[config.mk]
export PLATFORM = sky130hd
export DESIGN_NAME = conv_tile_ctrl_flat
export DESIGN_NICKNAME = d
export VERILOG_FILES = /design/src/rtl/conv_tile_ctrl_if.sv /design/src/rtl/conv_tile_ctrl.sv /design/src/flat_wrapper.sv
export SDC_FILE = /design/constraint.sdc
export NUM_CORES = 1
export LEC_CHECK = 0
export BUFFER_PORTS_ARGS = -buffer_cell sky130_fd_sc_hd__buf_4
export CORE_AREA = 3 3 285 287
export DETAILED_ROUTE_END_ITERATION = 10
export DIE_AREA = 0 0 288 290
export GPL_TIMING_DRIVEN = 1
export SYNTH_ARGS = -nofsm -noshare
export SYNTH_HDL_FRONTEND = slang
export SYNTH_SLANG_ARGS = --single-unit
[constraint.sdc]
create_clock -name clk -period 2.1 [get_ports clk]
set_input_delay 0.525 -clock clk [delete_from_list [all_inputs] [get_ports clk]]
set_output_delay 0.525 -clock clk [all_outputs]
set_load 0.05 [all_outputs]
[src/rtl/conv_tile_ctrl_if.sv]
// Load/result stream bundle for conv_tile_ctrl: word-serial operand input and handshaked result output.
// The master side belongs to the producer/consumer, and the slave side belongs to the controller.
interface conv_tile_ctrl_if #(
  parameter int DW = 16
);
  logic          in_valid;
  logic          in_ready;
  logic [DW-1:0] in_data;
  logic          out_valid;
  logic          out_ready;
  logic [DW-1:0] out_data;
  logic          out_last;

  modport master (
    output in_valid, in_data, out_ready,
    input  in_ready, out_valid, out_data, out_last
  );

  modport slave (
    input  in_valid, in_data, out_ready,
    output in_ready, out_valid, out_data, out_last
  );
endinterface

[src/rtl/conv_tile_ctrl.sv]
// Tile controller for a 3x3-filter / 5x5-ifmap array: load operands, arm, run, capture and stream 9 results.
// Optional ReLU clamp on captured results when CONV_TILE_CTRL_RELU_EN is defined.
module conv_tile_ctrl #(
  parameter int DW         = 16,
  parameter int RUN_CYCLES = 9
) (
  input  logic             clk,
  input  logic             rst_n,
  input  logic             start,
  input  logic             abort,
  conv_tile_ctrl_if.slave  bus,
  output logic             busy,
  output logic             done,
  output logic             arr_load,
  output logic             arr_en,
  output logic [9*DW-1:0]  arr_filter_flat,
  output logic [25*DW-1:0] arr_ifmap_flat,
  input  logic [9*DW-1:0]  arr_sum_flat
);

  typedef enum logic [2:0] {
    IDLE, LOAD_FILT, LOAD_IFMAP, ARM, RUN, CAPTURE, OUT
  } state_t;

  localparam logic [7:0] RUN_LAST = 8'(RUN_CYCLES - 1);

  state_t                state_q, state_d;
  logic [4:0]            cnt_q;
  logic [7:0]            run_q;
  logic [3:0]            idx_q;
  logic [8:0][DW-1:0]    filt_q;
  logic [24:0][DW-1:0]   ifmap_q;
  logic [8:0][DW-1:0]    obuf_q;
  logic [8:0][DW-1:0]    cap;
  logic                  kill;
  logic                  in_rdy;
  logic                  out_vld;
  logic                  out_hs;
  logic                  done_q;

  assign kill = abort && (state_q != IDLE);

  always_ff @(posedge clk or negedge rst_n) begin
    if (!rst_n) begin
      state_q <= IDLE;
    end else begin
      state_q <= state_d;
    end
  end

  // abort overrides every transition and masks both stream handshakes in the same cycle
  always_comb begin
    state_d  = state_q;
    in_rdy   = 1'b0;
    out_vld  = 1'b0;
    arr_load = 1'b0;
    arr_en   = 1'b0;
    case (state_q)
      IDLE:       if (start) state_d = LOAD_FILT;
      LOAD_FILT: begin
        in_rdy = 1'b1;
        if (bus.in_valid && cnt_q == 5'd8) state_d = LOAD_IFMAP;
      end
      LOAD_IFMAP: begin
        in_rdy = 1'b1;
        if (bus.in_valid && cnt_q == 5'd24) state_d = ARM;
      end
      ARM: begin
        arr_load = 1'b1;
        state_d  = RUN;
      end
      RUN: begin
        arr_en = 1'b1;
        if (run_q == RUN_LAST) state_d = CAPTURE;
      end
      CAPTURE:    state_d = OUT;
      OUT: begin
        out_vld = 1'b1;
        if (bus.out_ready && idx_q == 4'd8) state_d = IDLE;
      end
      default:    state_d = IDLE;
    endcase
    if (kill) begin
      state_d = IDLE;
      in_rdy  = 1'b0;
      out_vld = 1'b0;
    end
  end

  always_comb begin
    cap = '0;
    for (int k = 0; k < 9; k++) begin
      cap[k] = arr_sum_flat[k*DW +: DW];
`ifdef CONV_TILE_CTRL_RELU_EN
      if (cap[k][DW-1]) cap[k] = '0;
`endif
    end
  end

  assign out_hs = out_vld && bus.out_ready;

  // operands are only written on accepted words, so an aborted load keeps the untouched words
  always_ff @(posedge clk or negedge rst_n) begin
    if (!rst_n) begin
      cnt_q   <= '0;
      run_q   <= '0;
      idx_q   <= '0;
      filt_q  <= '0;
      ifmap_q <= '0;
      obuf_q  <= '0;
      done_q  <= 1'b0;
    end else begin
      done_q <= out_hs && (idx_q == 4'd8);
      if (kill) begin
        cnt_q <= '0;
        run_q <= '0;
        idx_q <= '0;
      end else begin
        case (state_q)
          LOAD_FILT: if (bus.in_valid) begin
            filt_q[cnt_q[3:0]] <= bus.in_data;
            cnt_q <= (cnt_q == 5'd8) ? 5'd0 : cnt_q + 5'd1;
          end
          LOAD_IFMAP: if (bus.in_valid) begin
            ifmap_q[cnt_q] <= bus.in_data;
            cnt_q <= (cnt_q == 5'd24) ? 5'd0 : cnt_q + 5'd1;
          end
          RUN:     run_q  <= (run_q == RUN_LAST) ? 8'd0 : run_q + 8'd1;
          CAPTURE: obuf_q <= cap;
          OUT: if (bus.out_ready) begin
            idx_q <= (idx_q == 4'd8) ? 4'd0 : idx_q + 4'd1;
          end
          default: ;
        endcase
      end
    end
  end

  assign bus.in_ready     = in_rdy;
  assign bus.out_valid    = out_vld;
  assign bus.out_data     = obuf_q[idx_q];
  assign bus.out_last     = out_vld && (idx_q == 4'd8);
  assign busy             = (state_q != IDLE);
  assign done             = done_q;
  assign arr_filter_flat  = filt_q;
  assign arr_ifmap_flat   = ifmap_q;

endmodule

[src/flat_wrapper.sv]
// flat-port wrapper written by rule: the top's interface ports become plain ports
module conv_tile_ctrl_flat 
#(
  parameter int DW         = 16,
  parameter int RUN_CYCLES = 9
)
  (clk, rst_n, start, abort, busy, done, arr_load, arr_en, arr_filter_flat, arr_ifmap_flat, arr_sum_flat, bus_in_valid, bus_in_data, bus_out_ready, bus_in_ready, bus_out_valid, bus_out_data, bus_out_last);
  conv_tile_ctrl_if #(.DW(DW)) bus_i ();
  input  logic clk;
  input  logic rst_n;
  input  logic start;
  input  logic abort;
  output logic busy;
  output logic done;
  output logic arr_load;
  output logic arr_en;
  output logic [9*DW-1:0] arr_filter_flat;
  output logic [25*DW-1:0] arr_ifmap_flat;
  input  logic [9*DW-1:0] arr_sum_flat;
  input wire logic [$bits(bus_i.in_valid)-1:0] bus_in_valid;
  input wire logic [$bits(bus_i.in_data)-1:0] bus_in_data;
  input wire logic [$bits(bus_i.out_ready)-1:0] bus_out_ready;
  output wire logic [$bits(bus_i.in_ready)-1:0] bus_in_ready;
  output wire logic [$bits(bus_i.out_valid)-1:0] bus_out_valid;
  output wire logic [$bits(bus_i.out_data)-1:0] bus_out_data;
  output wire logic [$bits(bus_i.out_last)-1:0] bus_out_last;
  assign bus_i.in_valid = bus_in_valid;
  assign bus_i.in_data = bus_in_data;
  assign bus_i.out_ready = bus_out_ready;
  assign bus_in_ready = bus_i.in_ready;
  assign bus_out_valid = bus_i.out_valid;
  assign bus_out_data = bus_i.out_data;
  assign bus_out_last = bus_i.out_last;
  conv_tile_ctrl #(.DW(DW), .RUN_CYCLES(RUN_CYCLES)) u_core (.clk(clk), .rst_n(rst_n), .start(start), .abort(abort), .bus(bus_i), .busy(busy), .done(done), .arr_load(arr_load), .arr_en(arr_en), .arr_filter_flat(arr_filter_flat), .arr_ifmap_flat(arr_ifmap_flat), .arr_sum_flat(arr_sum_flat));
endmodule
==> results of run 1 <==
-- flip-flops by register name, indices dropped and copies added, names as in the netlist --
signal and cells:
u_core.arr_filter_flat 144, u_core.done 1, u_core.idx_q 4, u_core.run_q 8, u_core.cnt_q 5, u_core.arr_ifmap_flat 400
u_core.state_q 3, u_core.obuf_q 144
-- worst reg2reg max path: stages (launching register included) --
cell and delay (ns):
sky130_fd_sc_hd__dfrtp_1 0.40, sky130_fd_sc_hd__buf_6 0.13, sky130_fd_sc_hd__buf_6 0.11, sky130_fd_sc_hd__buf_6 0.10, sky130_fd_sc_hd__or3b_4 0.42, sky130_fd_sc_hd__nor4_4 0.29, sky130_fd_sc_hd__buf_6 0.17, sky130_fd_sc_hd__buf_4 0.11
sky130_fd_sc_hd__nand2_2 0.06, sky130_fd_sc_hd__buf_12 0.16, sky130_fd_sc_hd__mux2_2 0.30
-- cell type report --
class                      instances  area share
antenna                            9   0.0005660
clock buffer                     114     0.05877
clock inverter                    34     0.01167
inverter                          14    0.001321
multi-input combinational        932      0.2553
sequential                       709      0.4460
tap                             1050     0.03302
timing repair buffer             886      0.1934
-- per-layer routing --
metal,global-route usage,share of wire,wire length (um),vias to the layer above
met5,0,0.00012,11,-
met4,0.09465,0.041,3930,2
met3,0.04218,0.054,5083,171
met2,0.3766,0.50,47260,604
met1,0.2745,0.41,38460,9863
li1,-,-,-,8094
-- what timing repair did --
item,in CTS,in global routing
hold buffers,1,0
endpoints found under the hold margin,26,0
buffers inserted,18,18
pin swaps,9,13
gates resized for setup,59,29
setup endpoints to repair,22,565
cloned,2,2
-- stage by stage --
stage                     hold WS, ns  setup TNS [ns]  instances
after CTS                     0.06583          -18.85       3723
after detailed placement       0.4859          -1.640       3554
final                          0.1180          -33.41       3748
after global routing          0.08925          -45.48       3745
after floorplan                0.2294         -0.2345       1782
after global placement         0.4852          -1.317       3554
-- cells in the mapped netlist, drive strengths merged (3+ instances only) --
| cell type | n | area, sq um |
|---|---|---|
| mux4 | 32 | 720.7 |
| o21ai | 22 | 110.1 |
| buf | 66 | 332.8 |
| ha | 8 | 100.1 |
| nand2b | 5 | 31.28 |
| xnor2 | 5 | 43.79 |
| mux2i | 17 | 170.2 |
| a22o | 3 | 26.28 |
| or4 | 5 | 37.54 |
| nor3 | 7 | 51.30 |
| clkbuf | 61 | 229.0 |
| nor2 | 14 | 52.55 |
| a22oi | 3 | 22.52 |
| and3 | 6 | 37.54 |
| dfrtp | 709 | 17740 |
| a211oi | 5 | 37.54 |
| o31ai | 3 | 22.52 |
| nand2 | 54 | 222.7 |
| mux2 | 689 | 7759 |
| nor2b | 5 | 31.28 |
| inv | 14 | 52.55 |
| nand3 | 7 | 35.03 |
| a31oi | 3 | 18.77 |
| a21oi | 7 | 35.03 |
-- report_power, final --
part | switching (mW) | total (mW) | internal, mW
sequential | 1.64 | 18.0 | 16.4
clock | 5.92 | 14.5 | 8.62
combinational | 9.40 | 15.3 | 5.95
total | 17.0 | 47.9 | 31.0
-- worst paths after layout --
path / startpoint / end / slack, ns / depth (start not counted)
worst max-delay path: u_core.idx_q[0]$_DFFE_PN0P_ / bus_out_data[6] / -0.71 / 6
worst min-delay path: arr_sum_flat[0] / u_core.obuf_q[0]$_DFFE_PN0P_ / 0.12 / 2
worst max register to register: u_core.state_q[1]$_DFFE_PN0P_ / u_core.arr_filter_flat[62]$_DFFE_PN0P_ / -0.24 / 10
worst min register to register: u_core.arr_ifmap_flat[183]$_DFFE_PN0P_ / u_core.arr_ifmap_flat[183]$_DFFE_PN0P_ / 0.50 / 1
max in group asynchronous: rst_n / u_core.arr_ifmap_flat[332]$_DFFE_PN0P_ / 0.86 / 3
min in group asynchronous: rst_n / u_core.arr_ifmap_flat[213]$_DFFE_PN0P_ / 0.40 / 2
-- cells in the final DEF, fill, tap and decap left out, drive strengths merged, types with 8 or more instances in the layout --
cell type	count
clkbuf	116
nor2	14
clkinv	22
dfrtp	709
inv	18
nand2	54
o21ai	22
buf	883
mux2	689
diode	9
mux4	32
mux2i	17
ha	8
-- logic make-up after synthesis --
kind of cell | synth area share
buffers and inverters | 0.02179
DFF | 0.6292
adders and majority gates | 0.003550
AOI/OAI and AO/OA | 0.01327
and+or+nand+nor | 0.02365
muxes | 0.3067
xor gates and xnor gates | 0.001864
==> reports/results.ini, run 1 <==
[timing]
timing.slew.headroom = 0.5561
finalCriticalPeriod_ns = 2.808
final.setup_skew_ns = 0.03815
timing.fmax_ghz = 0.3562
maxSlewViolCount = 0
max_slew.worst_pin.slew_ns = 0.6659
finalCritPeriodShare = 1.337
timing_hold_violations_final = 0
grt_setup_unrepaired = true
finalSetupViolCount = 189
post-route-worst-setup-slack_ns = -0.7078

[run_status]
status = finished, violations left
violations = negative setup slack

[yosys]
syn_area_sq_mm = 0.02820
synthCells = 1782
synth_async_sr_flop_share = 1.000
synthDistinctLibCells = 56
synth-warning-count = 0
synth_sequential_area_ratio = 0.6292
synth_top_flop_cell = sky130_fd_sc_hd__dfrtp_1
number_of_nets_in_the_synthesized_netlist = 1956
synth_edf_count = 0
mean_area_per_synthesized_cell_sq_um = 15.82
yosys_register_bits = 709

[critical_path]
timing.setup.critical_path_class = reg2out
highest_delay_cell_along_the_critical_path = sky130_fd_sc_hd__mux4_2
critical_path.max_fanout = 5
critPathLaunchType = register
crit_arrival_ns = 2.28
worstPathRequired_ns = 1.57
critPathTopFamily = multiplexers
timing.critical_path.cells = buf_4, buf_12, mux4_2, mux2i_2, o21ai_4, buf_6
crit_path_max_incr_delay_ns = 0.56
timing.critical_path.buf_inv = 3
crit_path_end_kind = primary output

[power_and_ir_drop]
vdd_ir_drop_max_uv = 797.0
pwr_density_cell_mw_per_mm2 = 1204
lkg_pwr_nw = 20.64
post-layout-total-power_mw = 47.92

[detailed_routing]
routed_wire_length_per_instance_um = 25.28
via_count = 18734
drt_iter0_drcs = 917
ant_nets = 0
route.detailed.drc = 0
firstDrtPassIters = 5
wl_mm = 94.74
vias_per_cell = 4.998

[hold_path]
timing.hold.worst.class = in2reg

[clock_network]
tritoncts.num_buffers = 79
cts_tree = built
htree_levels = 3
insertion_delay_ns = 0.64
clock-sinks = 709
worst_setup_hold_path_clk_slew_ns = 0.06
clock_path_buffers = 3
root_buffer = sky130_fd_sc_hd__clkbuf_16

[placement]
numPortBuffers = 732
gp_congestion = 0.8533
detailedPlacementHpwl_mm = 67.86
place_area_sq_mm = 0.03630
dpl_worst_slack_ns = -0.1700

[floorplan]
initial_core_util = 0.3575
boundaryPins = 733
die_area_sq_mm = 0.08352
floorplan.core_area_sq_mm = 0.07887
core.rowCount = 103
fp.dieW_um = 288
chipHeight_um = 290

[global_route]
antenna_found_initial = 7
first_pass_grt_wire_length_mm = 137.1
first_global_vias = 19780
track_usage = 0.2213
grt_start_max_net_pins = 81
grt_overflow_total = 0

[finish]
core_occupancy_in_the_finished_layout = 0.5045
multi_input_comb_area_sq_mm = 0.01016
final_cell_area_sq_mm = 0.03979
sequential_cell_area_sq_mm = 0.01775
flow.area_growth_from_synthesis_pct = 41.11
layout-drive-gt1-share = 0.6713
final_net_count = 2796
number_of_fill_cells = 6801

[job]
maxCapViolCount = 0

Power figures use the tool's default switching activity.
==> inputs of run 2 (changes only) <==
Settings changed: CORE_AREA 3 3 285 287 to 3 3 288 290, CTS_BUF_LIST set to sky130_fd_sc_hd__clkbuf_4, DIE_AREA 0 0 288 290 to 0 0 291 293, SLEW_MARGIN set to 20.
==> reports/results.ini, run 2 (synthesis gave the netlist of run 1 again) <==
[run_status]
status = finished, violations left
violations = negative setup slack

[job]
maxCapViolCount = 0

[global_route]
antenna_found_initial = 10
grt_overflow_total = 0
grt_start_max_net_pins = 69
track_usage = 0.2321
first_pass_grt_wire_length_mm = 147.1
grt.busiest_layer = met2
first_global_vias = 22307
grt.met2_usage = 0.3932
grt.met3_usage = 0.05359
met1_usage = 0.2755

[clock_network]
tritoncts.num_buffers = 189
htree_levels = 4
cts_tree = built
root_buffer = sky130_fd_sc_hd__clkbuf_4
worst_setup_hold_path_clk_slew_ns = 0.07
clock_path_buffers = 3
clock-sinks = 709
insertion_delay_ns = 1.05

[critical_path]
critical_path.max_fanout = 7
crit_arrival_ns = 2.65
crit_path_max_incr_delay_ns = 0.54
timing.setup.critical_path_class = reg2out
crit_path_end_kind = primary output
critPathLaunchType = register
timing.critical_path.cells = buf_12, buf_16, mux4_2, mux2i_2, o21ai_2, buf_6
worstPathRequired_ns = 1.57
highest_delay_cell_along_the_critical_path = sky130_fd_sc_hd__mux4_2

[timing]
finalCritPeriodShare = 1.512
post-route-worst-setup-slack_ns = -1.074
maxSlewViolCount = 0
grt_setup_unrepaired = true
finalSetupViolCount = 147
timing.fmax_ghz = 0.3150
max_slew.worst_pin.slew_ns = 0.6884
finalCriticalPeriod_ns = 3.174
final.setup_skew_ns = 0.08181
worst_hold_margin_ns = 0.1311
timing.slew.headroom = 0.5396
timing_hold_violations_final = 0

[detailed_routing]
firstDrtPassIters = 4
wl_mm = 101.6
routed_wire_length_per_instance_um = 24.21
via_count = 20497
vias_per_cell = 4.884
ant_nets = 0
route.detailed.drc = 0
drt_iter0_drcs = 803

[placement]
numPortBuffers = 732
place_area_sq_mm = 0.03618
gp_congestion = 0.8591
placed_cell_count = 3555
detailedPlacementHpwl_mm = 69.01

[floorplan]
boundaryPins = 733
core.rowCount = 104
chipHeight_um = 293
die_area_sq_mm = 0.08526
floorplan.core_area_sq_mm = 0.08055
fp.dieW_um = 291
initial_core_util = 0.3501

[power_and_ir_drop]
vdd_ir_drop_max_uv = 583.1
lkg_pwr_nw = 22.34
pwr_density_cell_mw_per_mm2 = 1085

[finish]
final_net_count = 3164
layout-drive-gt1-share = 0.6679
final_cell_area_sq_mm = 0.04394
layout.cells.most_common = sky130_fd_sc_hd__dfrtp_1
final_cell_mix = sky130_fd_sc_hd__dfrtp_1, sky130_fd_sc_hd__mux2_2, sky130_fd_sc_hd__buf_6
largest_register_ff_count = 400
number_of_fill_cells = 6621
final_cell_count_no_fill = 4197
flow.area_growth_from_synthesis_pct = 55.82

[hold_path]
timing.hold.worst.class = in2reg

## run 2: changes by cell type in the layout (fill, tap and decap cells not counted), sizes merged
cell | previous run | this run
inv | 18 | 22
clkinv | 22 | 26
dlygate4sd3 | 1 | 154
bufinv | 6 | 1
diode | 9 | 14
clkbuf | 116 | 294
buf | 883 | 983
## run 2: where the power goes
part | switching [mW] | internal (mW) | leakage, nW
Combinational | 9.59 | 7.35 | 11.2
Clock | 5.94 | 6.42 | 1.45
Sequential | 1.97 | 16.4 | 9.65
## run 2: critical path: cells and delay by family (launching register included)
family | cells | cell delay (ns)
multiplexers | 2 | 0.77
buffers and inverters | 3 | 0.43
flip-flops | 1 | 0.40
AO/OA/AOI/OAI | 1 | 0.08
## run 2: per-stage QoR
step / setup TNS [ns] / utilization / setup WS, ns / total power, mW
after CTS: -93.12 / 0.5363 / -1.192 / 47.63
after global placement: -0.8685 / 0.4492 / -0.1026 / 32.45
final: -22.47 / 0.5455 / -1.074 / 47.66
after detailed placement: -1.725 / 0.4492 / -0.1505 / 32.80
after global routing: -83.17 / 0.5453 / -1.227 / 49.86
after floorplan: -0.2345 / - / -0.1985 / 27.41
## run 2: area by class of cell
| cell class | count | area [sq um] | share of cell area |
|---|---|---|---|
| Sequential cell | 709 | 17750 | 0.4039 |
| Timing Repair Buffer | 1144 | 12130 | 0.2760 |
| Multi-Input combinational cell | 932 | 10200 | 0.2322 |
| Clock buffer | 287 | 2155 | 0.04903 |
| Tap cell | 1060 | 1326 | 0.03018 |
| Clock inverter | 37 | 292.8 | 0.006663 |
| Inverter | 14 | 52.55 | 0.001196 |
| Antenna cell | 14 | 35.03 | 0.0007973 |
## run 2: timing repair
action / in CTS / in global routing
hold buffers: 156 / 0
resized for setup: 601 / 46
pin swaps: 11 / 11
setup endpoints to repair: 607 / 1005
buffers inserted: 91 / 60
cloned: 2 / 7
hold endpoints to repair: 764 / 0
## run 2: path summary, 6_finish.rpt
| path | start | endpoint | slack [ns] | cells after the start |
|---|---|---|---|---|
| setup / recovery | u_core.idx_q[0]$_DFFE_PN0P_ | bus_out_data[9] | -1.07 | 6 |
| hold / removal | bus_in_data[15] | u_core.arr_filter_flat[63]$_DFFE_PN0P_ | 0.13 | 2 |
| setup reg to reg | u_core.idx_q[0]$_DFFE_PN0P_ | u_core.idx_q[2]$_DFFE_PN0P_ | -0.10 | 11 |
| hold reg to reg | u_core.obuf_q[104]$_DFFE_PN0P_ | u_core.obuf_q[104]$_DFFE_PN0P_ | 0.50 | 1 |
| max in group asynchronous | rst_n | u_core.arr_ifmap_flat[132]$_DFFE_PN0P_ | 0.63 | 3 |
| min in group asynchronous | rst_n | u_core.arr_ifmap_flat[391]$_DFFE_PN0P_ | 0.31 | 3 |
## run 2: layer usage
metal  wire, um  part of all wire
met1      40000              0.39
met2      50570              0.50
met3       5643             0.056
met4       5363             0.053
met5         13           0.00013
==> inputs of run 3 (changes only) <==
Settings changed: CORE_AREA 3 3 288 290 to 3 3 283 285, DIE_AREA 0 0 291 293 to 0 0 286 288.
Clock period 2.1 ns to 3.4 ns, I/O delays scaled along.
==> reports/results.ini, run 3 (synthesis gave the netlist of run 1 again) <==
[run_status]
status = finished, violations left
violations = negative setup slack

[timing]
maxSlewViolCount = 0
finalCritPeriodShare = 1.039
timing.fmax_ghz = 0.2830
timing_hold_violations_final = 0
post-route-worst-setup-slack_ns = -0.1335
timing.slew.headroom = 0.4471
worst_hold_margin_ns = 0.1456
finalCriticalPeriod_ns = 3.533
final.setup_skew_ns = 0.06871
finalSetupViolCount = 16
totalNegativeSetupSlack_ns = -1.264
grt_setup_unrepaired = true
max_slew.worst_pin.slew_ns = 0.8294

[critical_path]
timing.critical_path.cells = buf_6, buf_12, mux4_2, mux2i_1, o21ai_1, buf_6
critPathLaunchType = register
timing.setup.critical_path_class = reg2out
highest_delay_cell_along_the_critical_path = sky130_fd_sc_hd__mux4_2
crit_path_max_incr_delay_ns = 0.53
crit_path_end_kind = primary output
worstPathRequired_ns = 2.55
critPathTopFamily = multiplexers
crit_arrival_ns = 2.68
critical_path.max_fanout = 5
timing.critical_path.buf_inv = 3
worstReg2RegStart = u_core.state_q[2]$_DFFE_PN0P_
worst_path_most_repeated_cell = sky130_fd_sc_hd__buf_6
timing.critical_path.from = u_core.idx_q[0]$_DFFE_PN0P_

[finish]
final_cell_area_sq_mm = 0.03925
core_occupancy_in_the_finished_layout = 0.5059
largest_register_ff_count = 400
final_cell_mix = sky130_fd_sc_hd__buf_4, sky130_fd_sc_hd__dfrtp_1, sky130_fd_sc_hd__mux2_2
number_of_fill_cells = 6818
layout-drive-gt1-share = 0.6306
final_net_count = 2972
layout.cells.most_common = sky130_fd_sc_hd__buf_4
final_cell_count_no_fill = 3975
flow.area_growth_from_synthesis_pct = 39.20

[power_and_ir_drop]
pwr_density_cell_mw_per_mm2 = 699.5
vdd_ir_drop_max_uv = 375.5
post-layout-total-power_mw = 27.46
lkg_pwr_nw = 20.50

[floorplan]
boundaryPins = 733
die_area_sq_mm = 0.08237
core.rowCount = 102
initial_core_util = 0.3634
floorplan.core_area_sq_mm = 0.07759
chipHeight_um = 288
fp.dieW_um = 286

[global_route]
first_global_vias = 21199
grt_overflow_total = 0
track_usage = 0.2289
first_pass_grt_wire_length_mm = 139.3
antenna_found_initial = 8
grt_start_max_net_pins = 111

[clock_network]
tritoncts.num_buffers = 188
insertion_delay_ns = 1.02
root_buffer = sky130_fd_sc_hd__clkbuf_4
clock_path_buffers = 3
htree_levels = 4
worst_setup_hold_path_clk_slew_ns = 0.07
cts_tree = built
clock-sinks = 709

[job]
maxCapViolCount = 0

[placement]
gp_congestion = 0.8007
numPortBuffers = 732
place_area_sq_mm = 0.03511
placed_cell_count = 3490
detailedPlacementHpwl_mm = 66.14
dpl_worst_slack_ns = 0.6970

[detailed_routing]
ant_nets = 0
via_count = 19627
routed_wire_length_per_instance_um = 24.16
route.detailed.drc = 0
firstDrtPassIters = 5
vias_per_cell = 4.938
wl_mm = 96.04
drt_iter0_drcs = 811

[hold_path]
timing.hold.worst.class = in2reg
holdCritStartpoint = arr_sum_flat[110]

run 3: changes by cell type in the layout (fill, tap and decap cells not counted), sizes merged:
cell / change
buf: -173
clkbuf: -27
clkinv: +16
dlygate4sd3: -13
diode: -3
clkinvlp: -1
inv: -1
run 3: power by group:
part	leakage [nW]	internal, mW	switching, mW
combinational	9.48	3.35	5.64
clock	1.37	3.70	3.62
sequential	9.65	10.1	1.03
run 3: cell type report:
type | count | area [sq um] | share of cell area
well taps | 1040 | 1301 | 0.03315
repair buffers | 953 | 7891 | 0.2010
multi-input cells | 932 | 9921 | 0.2527
clock buffers | 265 | 1989 | 0.05068
inverters | 14 | 52.55 | 0.001339
flip-flops and latches | 709 | 17750 | 0.4521
diodes | 11 | 27.53 | 0.0007012
clock inverters | 51 | 322.8 | 0.008224
run 3: worst reg2reg max path, delay by kind of cell (launching register included):
family	cells	cell delay, ns
buffers and inverters	1	0.19
flip-flops	1	0.47
multiplexers	1	0.45
AND/OR/NAND/NOR	3	1.24
run 3: final timing paths:
kind / slack (ns) / cells past startpoint / endpoint
worst max-delay path: -0.13 / 6 / bus_out_data[8]
worst min-delay path: 0.15 / 2 / u_core.obuf_q[110]$_DFFE_PN0P_
worst max register to register: 0.95 / 5 / u_core.arr_ifmap_flat[198]$_DFFE_PN0P_
worst min register to register: 0.50 / 1 / u_core.arr_ifmap_flat[183]$_DFFE_PN0P_
max in group asynchronous: 1.85 / 4 / u_core.obuf_q[125]$_DFFE_PN0P_
min in group asynchronous: 0.40 / 2 / u_core.obuf_q[131]$_DFFE_PN0P_
run 3: metal layers:
layer | vias up | routed length, um | global-route usage
met3 | 168 | 6132 | 0.06500
met5 | - | 0 | 0
met1 | 10207 | 37280 | 0.2648
met4 | 0 | 2936 | 0.08700
met2 | 708 | 49690 | 0.4022
li1 | 8544 | - | -
run 3: timing repair:
item	4_1_cts	5_1_grt
buffers inserted	4	6
pin swaps	2	3
hold endpoints to repair	209	0
gates resized for setup	27	32
cloned	5	2
setup endpoints to repair	20	19
hold buffers	141	0
